===== src/rtl/vga_square_grid_pkg.sv =====
// ---------------------------------------------------------------------------
// vga_sq_pkg
// Shared definitions for the square-grid overlay: default geometry, the
// default-width colour record and the index-width helper used to size
// the configuration index port.
// No ports (package).
// ---------------------------------------------------------------------------
package vga_sq_pkg;

  // Default geometry. These values reproduce the legacy 160/460 x 120/340
  // four-square layout.
  localparam int DEF_GRID_COLS    = 2;
  localparam int DEF_GRID_ROWS    = 2;
  localparam int DEF_HSQ_SIZE     = 100;
  localparam int DEF_ORIGIN_X     = 160;
  localparam int DEF_ORIGIN_Y     = 120;
  localparam int DEF_PITCH_X      = 300;
  localparam int DEF_PITCH_Y      = 220;
  localparam int DEF_CH_W         = 1;
  localparam int DEF_BLINK_FRAMES = 30;

  // Pixel coordinates arrive as 11 bits; the hit test widens them to 12 bits
  // so that pixel + HSQ_SIZE can never wrap.
  localparam int COORD_W = 11;
  localparam int CALC_W  = 12;

  // Colour of one square at the default channel width, packed as {r,g,b}.
  typedef struct packed {
    logic [DEF_CH_W-1:0] r;
    logic [DEF_CH_W-1:0] g;
    logic [DEF_CH_W-1:0] b;
  } color_t;

  // Width of an index that can address n entries, never less than one bit.
  function automatic int idxWidth(input int n);
    return (n > 2) ? $clog2(n) : 1;
  endfunction

endpackage


===== src/rtl/vga_square_grid_if.sv =====
// ---------------------------------------------------------------------------
// vga_sq_if
// Bundles the pixel stream coming from the VGA timing generator, the colour
// configuration port and the RGB output towards the DAC.
//   master : timing generator / CPU side (drives pixel and cfg signals)
//   slave  : the overlay renderer (drives red/green/blue/rgb_valid)
// Parameters: N (number of squares), CH_W (bits per colour channel).
// ---------------------------------------------------------------------------
interface vga_sq_if
  import vga_sq_pkg::*;
#(
  parameter int N    = 4,
  parameter int CH_W = 1
);

  localparam int IDX_W = idxWidth(N);

  logic [COORD_W-1:0] pixel_row;
  logic [COORD_W-1:0] pixel_col;
  logic               pixel_valid;
  logic               frame_start;
  logic [N-1:0]       squares;

  logic               cfg_we;
  logic [IDX_W-1:0]   cfg_idx;
  logic [3*CH_W-1:0]  cfg_color;
  logic               cfg_blink;

  logic [CH_W-1:0]    red;
  logic [CH_W-1:0]    green;
  logic [CH_W-1:0]    blue;
  logic               rgb_valid;

  modport master (
    output pixel_row, pixel_col, pixel_valid, frame_start, squares,
    output cfg_we, cfg_idx, cfg_color, cfg_blink,
    input  red, green, blue, rgb_valid
  );

  modport slave (
    input  pixel_row, pixel_col, pixel_valid, frame_start, squares,
    input  cfg_we, cfg_idx, cfg_color, cfg_blink,
    output red, green, blue, rgb_valid
  );

endinterface


===== src/rtl/vga_square_grid_hit.sv =====
// ---------------------------------------------------------------------------
// vga_sq_hit
// Stage-1 hit detector for a single square of the grid. Works out the
// square's centre from its grid position and registers whether the current
// pixel lies inside the (inclusive) square.
// Ports:
//   clk, rst_n   pixel clock, asynchronous active-low reset
//   pixelRow_i   current pixel row
//   pixelCol_i   current pixel column
//   hit_o        registered hit flag (one cycle after the pixel)
// ---------------------------------------------------------------------------
module vga_sq_hit
  import vga_sq_pkg::*;
#(
  parameter int COL      = 0,
  parameter int ROW      = 0,
  parameter int ORIGIN_X = DEF_ORIGIN_X,
  parameter int ORIGIN_Y = DEF_ORIGIN_Y,
  parameter int PITCH_X  = DEF_PITCH_X,
  parameter int PITCH_Y  = DEF_PITCH_Y,
  parameter int HSQ_SIZE = DEF_HSQ_SIZE
) (
  input  logic               clk,
  input  logic               rst_n,
  input  logic [COORD_W-1:0] pixelRow_i,
  input  logic [COORD_W-1:0] pixelCol_i,
  output logic               hit_o
);

  localparam logic [CALC_W-1:0] CX  = CALC_W'(ORIGIN_X + COL * PITCH_X);
  localparam logic [CALC_W-1:0] CY  = CALC_W'(ORIGIN_Y + ROW * PITCH_Y);
  localparam logic [CALC_W-1:0] HSQ = CALC_W'(HSQ_SIZE);

  logic [CALC_W-1:0] rowWide;
  logic [CALC_W-1:0] colWide;
  logic              colHit;
  logic              rowHit;
  logic              hit_d;
  logic              hit_q;

  // The HSQ_SIZE is added to the pixel side rather than subtracted from the
  // centre, so squares touching column/row 0 never underflow.
  always_comb begin
    rowWide = {1'b0, pixelRow_i};
    colWide = {1'b0, pixelCol_i};
    colHit  = ((colWide + HSQ) >= CX) && (colWide <= (CX + HSQ));
    rowHit  = ((rowWide + HSQ) >= CY) && (rowWide <= (CY + HSQ));
    hit_d   = colHit && rowHit;
  end

  // Stage-1 register for this square's hit bit.
  always_ff @(posedge clk or negedge rst_n) begin
    if (!rst_n) begin
      hit_q <= 1'b0;
    end else begin
      hit_q <= hit_d;
    end
  end

  assign hit_o = hit_q;

endmodule


===== src/rtl/vga_square_grid.sv =====
// ---------------------------------------------------------------------------
// vga_square_grid
// Square-overlay renderer on the VGA pixel path. Draws a GRID_COLS x
// GRID_ROWS grid of filled squares, each with its own colour from a
// double-buffered colour table (shadow written any time, committed on
// frame_start). Lowest visible square index wins on overlap.
// Two-cycle pipeline: stage 1 registers hit bits, squares and valid;
// stage 2 registers the priority-selected committed colour.
// Optional feature macro: VGA_SQ_BLINK_EN builds the per-square blink bits,
// the frame counter and the blink phase; without it cfg_blink is ignored.
// Ports:
//   clk, rst_n   pixel clock, asynchronous active-low reset
//   bus          vga_sq_if slave: pixel_row/col/valid, frame_start, squares,
//                cfg_we/idx/color/blink in; red/green/blue/rgb_valid out
// ---------------------------------------------------------------------------
module vga_square_grid
  import vga_sq_pkg::*;
#(
  parameter int GRID_COLS    = DEF_GRID_COLS,
  parameter int GRID_ROWS    = DEF_GRID_ROWS,
  parameter int HSQ_SIZE     = DEF_HSQ_SIZE,
  parameter int ORIGIN_X     = DEF_ORIGIN_X,
  parameter int ORIGIN_Y     = DEF_ORIGIN_Y,
  parameter int PITCH_X      = DEF_PITCH_X,
  parameter int PITCH_Y      = DEF_PITCH_Y,
  parameter int CH_W         = DEF_CH_W,
  parameter int BLINK_FRAMES = DEF_BLINK_FRAMES
) (
  input  logic  clk,
  input  logic  rst_n,
  vga_sq_if.slave bus
);

  localparam int N     = GRID_COLS * GRID_ROWS;
  localparam int IDX_W = idxWidth(N);
  localparam int COL_W = 3 * CH_W;

  logic [N-1:0]     hitS1;
  logic [N-1:0]     squares_q;
  logic             valid1_q;
  logic [N-1:0]     wrSel;
  logic [N-1:0]     blinkMask;
  logic [N-1:0]     visible;
  logic [COL_W-1:0] colour_d;
  logic [COL_W-1:0] colour_q;
  logic             rgbValid_q;
  logic             found;

  logic [COL_W-1:0] shadow_q    [N];
  logic [COL_W-1:0] committed_q [N];

  // One hit detector per square; its output is already the stage-1 register.
  for (genvar gi = 0; gi < N; gi++) begin : g_hit
    vga_sq_hit #(
      .COL      (gi % GRID_COLS),
      .ROW      (gi / GRID_COLS),
      .ORIGIN_X (ORIGIN_X),
      .ORIGIN_Y (ORIGIN_Y),
      .PITCH_X  (PITCH_X),
      .PITCH_Y  (PITCH_Y),
      .HSQ_SIZE (HSQ_SIZE)
    ) u_hit (
      .clk        (clk),
      .rst_n      (rst_n),
      .pixelRow_i (bus.pixel_row),
      .pixelCol_i (bus.pixel_col),
      .hit_o      (hitS1[gi])
    );
  end

  // Stage 1: the enable mask travels with the hit bits so a change of
  // squares lines up with the pixel that was sampled alongside it.
  always_ff @(posedge clk or negedge rst_n) begin
    if (!rst_n) begin
      valid1_q  <= 1'b0;
      squares_q <= '0;
    end else begin
      valid1_q  <= bus.pixel_valid;
      squares_q <= bus.squares;
    end
  end

  // Decode the write index; indices at or beyond N select nothing.
  always_comb begin
    wrSel = '0;
    for (int i = 0; i < N; i++) begin
      wrSel[i] = bus.cfg_we && (bus.cfg_idx == IDX_W'(i));
    end
  end

  // Colour table: shadow takes writes at any time, committed copies the whole
  // shadow on frame_start. A write coinciding with frame_start is forwarded
  // so it is not lost until the following frame.
  always_ff @(posedge clk or negedge rst_n) begin
    if (!rst_n) begin
      for (int i = 0; i < N; i++) begin
        shadow_q[i]    <= '1;
        committed_q[i] <= '1;
      end
    end else begin
      for (int i = 0; i < N; i++) begin
        if (bus.frame_start) begin
          committed_q[i] <= shadow_q[i];
        end
        if (wrSel[i]) begin
          shadow_q[i] <= bus.cfg_color;
          if (bus.frame_start) begin
            committed_q[i] <= bus.cfg_color;
          end
        end
      end
    end
  end

`ifdef VGA_SQ_BLINK_EN
  localparam int CNT_W = idxWidth(BLINK_FRAMES);

  logic [N-1:0]     shadowBlink_q;
  logic [N-1:0]     committedBlink_q;
  logic [CNT_W-1:0] frameCnt_q;
  logic             blinkPhase_q;

  // Blink bits follow exactly the same double-buffer rules as the colours.
  always_ff @(posedge clk or negedge rst_n) begin
    if (!rst_n) begin
      shadowBlink_q    <= '0;
      committedBlink_q <= '0;
    end else begin
      for (int i = 0; i < N; i++) begin
        if (bus.frame_start) begin
          committedBlink_q[i] <= shadowBlink_q[i];
        end
        if (wrSel[i]) begin
          shadowBlink_q[i] <= bus.cfg_blink;
          if (bus.frame_start) begin
            committedBlink_q[i] <= bus.cfg_blink;
          end
        end
      end
    end
  end

  // Frame counter: phase flips every BLINK_FRAMES frame_start pulses.
  always_ff @(posedge clk or negedge rst_n) begin
    if (!rst_n) begin
      frameCnt_q   <= '0;
      blinkPhase_q <= 1'b0;
    end else if (bus.frame_start) begin
      if (frameCnt_q == CNT_W'(BLINK_FRAMES - 1)) begin
        frameCnt_q   <= '0;
        blinkPhase_q <= ~blinkPhase_q;
      end else begin
        frameCnt_q <= frameCnt_q + 1'b1;
      end
    end
  end

  assign blinkMask = committedBlink_q & {N{blinkPhase_q}};
`else
  localparam int unusedBlinkFrames = BLINK_FRAMES;
  logic unusedBlink;
  assign unusedBlink = bus.cfg_blink;
  assign blinkMask   = '0;
`endif

  // Stage 2 select: the first visible square in index order supplies the
  // colour; an invalid pixel is forced to black.
  always_comb begin
    visible  = hitS1 & squares_q & ~blinkMask;
    colour_d = '0;
    found    = 1'b0;
    for (int i = 0; i < N; i++) begin
      if (visible[i] && !found) begin
        colour_d = committed_q[i];
        found    = 1'b1;
      end
    end
    if (!valid1_q) begin
      colour_d = '0;
    end
  end

  // Stage 2 output registers; the async reset blanks the pins immediately.
  always_ff @(posedge clk or negedge rst_n) begin
    if (!rst_n) begin
      colour_q   <= '0;
      rgbValid_q <= 1'b0;
    end else begin
      colour_q   <= colour_d;
      rgbValid_q <= valid1_q;
    end
  end

  assign bus.red       = colour_q[3*CH_W-1 -: CH_W];
  assign bus.green     = colour_q[2*CH_W-1 -: CH_W];
  assign bus.blue      = colour_q[CH_W-1:0];
  assign bus.rgb_valid = rgbValid_q;

endmodule


===== src/flat_wrapper.sv =====
// flat-port wrapper written by rule: the top's interface ports become plain ports
module vga_square_grid_flat import vga_sq_pkg::*;
#(
  parameter int GRID_COLS    = DEF_GRID_COLS,
  parameter int GRID_ROWS    = DEF_GRID_ROWS,
  parameter int HSQ_SIZE     = DEF_HSQ_SIZE,
  parameter int ORIGIN_X     = DEF_ORIGIN_X,
  parameter int ORIGIN_Y     = DEF_ORIGIN_Y,
  parameter int PITCH_X      = DEF_PITCH_X,
  parameter int PITCH_Y      = DEF_PITCH_Y,
  parameter int CH_W         = DEF_CH_W,
  parameter int BLINK_FRAMES = DEF_BLINK_FRAMES
)
  (clk, rst_n, bus_pixel_row, bus_pixel_col, bus_pixel_valid, bus_frame_start, bus_squares, bus_cfg_we, bus_cfg_idx, bus_cfg_color, bus_cfg_blink, bus_red, bus_green, bus_blue, bus_rgb_valid);
  vga_sq_if #(.N(4), .CH_W(CH_W)) bus_i ();
  input  logic clk;
  input  logic rst_n;
  input wire logic [$bits(bus_i.pixel_row)-1:0] bus_pixel_row;
  input wire logic [$bits(bus_i.pixel_col)-1:0] bus_pixel_col;
  input wire logic [$bits(bus_i.pixel_valid)-1:0] bus_pixel_valid;
  input wire logic [$bits(bus_i.frame_start)-1:0] bus_frame_start;
  input wire logic [$bits(bus_i.squares)-1:0] bus_squares;
  input wire logic [$bits(bus_i.cfg_we)-1:0] bus_cfg_we;
  input wire logic [$bits(bus_i.cfg_idx)-1:0] bus_cfg_idx;
  input wire logic [$bits(bus_i.cfg_color)-1:0] bus_cfg_color;
  input wire logic [$bits(bus_i.cfg_blink)-1:0] bus_cfg_blink;
  output wire logic [$bits(bus_i.red)-1:0] bus_red;
  output wire logic [$bits(bus_i.green)-1:0] bus_green;
  output wire logic [$bits(bus_i.blue)-1:0] bus_blue;
  output wire logic [$bits(bus_i.rgb_valid)-1:0] bus_rgb_valid;
  assign bus_i.pixel_row = bus_pixel_row;
  assign bus_i.pixel_col = bus_pixel_col;
  assign bus_i.pixel_valid = bus_pixel_valid;
  assign bus_i.frame_start = bus_frame_start;
  assign bus_i.squares = bus_squares;
  assign bus_i.cfg_we = bus_cfg_we;
  assign bus_i.cfg_idx = bus_cfg_idx;
  assign bus_i.cfg_color = bus_cfg_color;
  assign bus_i.cfg_blink = bus_cfg_blink;
  assign bus_red = bus_i.red;
  assign bus_green = bus_i.green;
  assign bus_blue = bus_i.blue;
  assign bus_rgb_valid = bus_i.rgb_valid;
  vga_square_grid #(.GRID_COLS(GRID_COLS), .GRID_ROWS(GRID_ROWS), .HSQ_SIZE(HSQ_SIZE), .ORIGIN_X(ORIGIN_X), .ORIGIN_Y(ORIGIN_Y), .PITCH_X(PITCH_X), .PITCH_Y(PITCH_Y), .CH_W(CH_W), .BLINK_FRAMES(BLINK_FRAMES)) u_core (.clk(clk), .rst_n(rst_n), .bus(bus_i));
endmodule

===== config.mk =====
export PLATFORM = sky130hd
export DESIGN_NAME = vga_square_grid_flat
export DESIGN_NICKNAME = d
export VERILOG_FILES = /design/src/rtl/vga_square_grid_pkg.sv /design/src/rtl/vga_square_grid_if.sv /design/src/rtl/vga_square_grid_hit.sv /design/src/rtl/vga_square_grid.sv /design/src/flat_wrapper.sv
export SDC_FILE = /design/constraint.sdc
export NUM_CORES = 1
export LEC_CHECK = 0
export CAP_MARGIN = 20
export CORE_MARGIN = 1
export CORE_UTILIZATION = 30
export DETAILED_ROUTE_END_ITERATION = 10
export PLACE_DENSITY_LB_ADDON = 0.12
export REMOVE_ABC_BUFFERS = 1
export SYNTH_ARGS = -nofsm -noshare
export SYNTH_HDL_FRONTEND = slang
export SYNTH_SLANG_ARGS = --single-unit

===== constraint.sdc =====
create_clock -name clk -period 1.1 [get_ports clk]
set_input_delay 0.275 -clock clk [delete_from_list [all_inputs] [get_ports clk]]
set_output_delay 0.275 -clock clk [all_outputs]
set_load 0.005 [all_outputs]

==> results.cfg <==
[routing]
first_iter_violations = 80
viasPerCell = 4.93
ant_nets = 0
detail_route.first_pass.iterations = 5
via_count = 1419
drc = 0
wl_per_cell_um = 14.3
routed_wl_um = 4110

[run_status]
status = finished with violations
failed_checks = negative setup slack

[die]
die-height_um = 79.6
num_rows = 27
core_um2 = 5640
chipWidth_um = 79.6
initial_core_util = 0.320
ios = 41
die_area_um2 = 6340

[worst_setup_path]
start_kind = input pin
cp-end-kind = register
crit_path_max_fanout = 8
worstPathArrival_ns = 1.49
startpoint = bus_pixel_row[2]
rr_startpoint = u_core.g_hit[0].u_hit.hit_o$_DFF_PN0_
reg2reg_slack_ns = 0.02
critical_path_required_ns = 1.26
worstSetupPathType = input pin to register

[clocking]
cts_buffers = 5
clock_sinks = 37
path_clk_slew_ns = 0.07
clock_latency_ns = 0.28
h-tree-depth = 2
clk_path_buf_depth = 2
cts_tree = done
cts-root-buf = clkbuf_8
ctsHoldBuffers = 0

[global_routing]
antenna_found_initial = 0
grt_pass1_wl_um = 6650
grt_max_degree = 38
track_usage = 0.138
grt_pass1_vias = 1474
overflow = 0

[layout]
final_cell_mix = dfstp_2, buf_4, mux2_4
stdcell_area_um2 = 2760
drive_gt1_frac = 0.565
multiInputGateArea_um2 = 1030
nNetsFinal = 256
layout_commonest_cell = dfstp_2
num-fill-cells = 497
seq_area_um2 = 956
fin_util = 0.489
n_antenna_cell = 0
area_growth_pct = 52.6

[job]
max_cap_violations = 0

[synthesis]
synth-async-reset-ratio = 1.00
synth_flop_cell = dfstp_2
synthDistinctLibCells = 40
synth-edff-count = 0
yosysWarnings = 0
syn_area_um2 = 1810
seq_area_frac_synth = 0.529
syn_inst = 149
syn_area_per_cell_um2 = 12.1
synth-seq-cells = 37

[placement]
io_buffers = 39
dp.final_hpwl_um = 2920
place_congestion = 0.846
placedInstanceArea_um2 = 2460

[sta]
timing.hold.ws_ns = 0.358
final-setup-viol-count = 4
tightest_slew_ns = 0.326
slew_viol_final = 0
fmax_mhz = 748
relSlewSlack = 0.783
finalCritPeriodShare = 1.22
fin_ws_ns = -0.237
skew_ns = 0.00554
hold_viol_final = 0
layout_min_cycle_time_ns = 1.34
rsz0062_at_grt = yes

[power]
pwr-share-clk = 0.257
p_sw_uw = 830
seq_power_share = 0.523
ir_worst_vdd_mv = 0.489
power_per_cell_area_nw_per_um2 = 1240
p_sw_frac = 0.243
power.leakage_nw = 1.17
pwr-share-comb = 0.220
internal_power_mw = 2.59

[hold_path]
hp-class = input pin to async pin
-- kinds of logic (layout without fill, tap and decap cells) --
| family | count (synthesis) | count (layout) | share of synthesized area |
|---|---|---|---|
| muxes | 24 | 24 | 0.150 |
| adders and majority gates | 4 | 4 | 0.0277 |
| and+or+nand+nor | 40 | 40 | 0.126 |
| xor gates and xnor gates | 2 | 2 | 0.00970 |
| buffers and inverters | 9 | 76 | 0.0277 |
| AOI/OAI and AO/OA | 33 | 33 | 0.130 |
| DFF | 37 | 37 | 0.529 |
-- worst paths after layout --
kind                                                         end  depth (start not counted)
max                        u_core.g_hit[1].u_hit.hit_o$_DFF_PN0_                          7
min reg2reg                       u_core.bus.rgb_valid$_DFF_PN0_                          0
max in group asynchronous                              async pin                          2
min in group clk                  u_core.shadow_q[4]$_DFFE_PN1P_                          2
min                                    u_core.valid1_q$_DFF_PN0_                          2
max reg2reg                         u_core.colour_q[0]$_DFF_PN0_                          3
-- synth_stat cells, types with 2 or more instances --
cell type	count	area share
a32oi_1	3	0.015
nand3b_1	3	0.012
nor2_1	5	0.010
mux2_2	24	0.15
a21oi_1	8	0.022
nor3_1	5	0.014
inv_1	5	0.010
ha_1	4	0.028
dfstp_2	24	0.35
nand3_1	6	0.017
a31oi_1	2	0.0069
nand4b_1	2	0.0097
o21ai_0	2	0.0055
dfrtp_1	13	0.18
a21o_1	2	0.0083
nand2_1	9	0.019
a21boi_0	3	0.012
nor4b_1	2	0.0097
o211ai_1	3	0.012
a22oi_1	3	0.012
buf_6	2	0.012
-- timing repair --
item	in CTS	in global routing
endpoints found under the hold margin	0	0
gates resized for setup	109	28
setup buffers	1	0
pin swaps	27	8
endpoints found under the setup margin	35	15
-- layer usage --
metal | up-vias | track usage | part of all wire
li1 | 688 | - | -
met1 | 679 | 0.157 | 0.41
met2 | 46 | 0.247 | 0.53
met3 | 6 | 0.0297 | 0.046
met4 | 0 | 0.0545 | 0.014
met5 | - | 0 | 0
-- per-stage QoR --
stage	setup slack (ns)	cells	TNS (ns)	power [mW]
finish	-0.237	288	-0.918	3.42
global route	-0.288	288	-1.10	3.61
CTS	-0.212	288	-0.813	3.38
detailed placement	-1.10	280	-16.46	2.42
global placement	-1.03	280	-15.48	2.41
floorplan	-0.530	145	-2.49	2.06
-- power by group through the flow --
stage,combinational [mW],sequential [mW],clock [mW]
after floorplan,0.293,1.77,0
after global placement,0.610,1.80,0
after detailed placement,0.625,1.80,0
after CTS,0.680,1.78,0.922
after global routing,0.820,1.82,0.977
final,0.752,1.79,0.879
-- critical path, stage by stage --
cell and delay [ns]:
buf_8 0.10, buf_6 0.12, a311o_1 0.40, a31oi_1 0.20, o21bai_2 0.12, nor4_4 0.18, nor3_1 0.09
-- final cells by class --
class	instances	share of cell area
clock buffer	6	0.0263
clock inverter	2	0.00363
inverter	5	0.00681
multi-input combinational	103	0.373
sequential	37	0.347
tap	72	0.0327
timing repair buffer	63	0.211
Power figures use the tool's default switching activity.
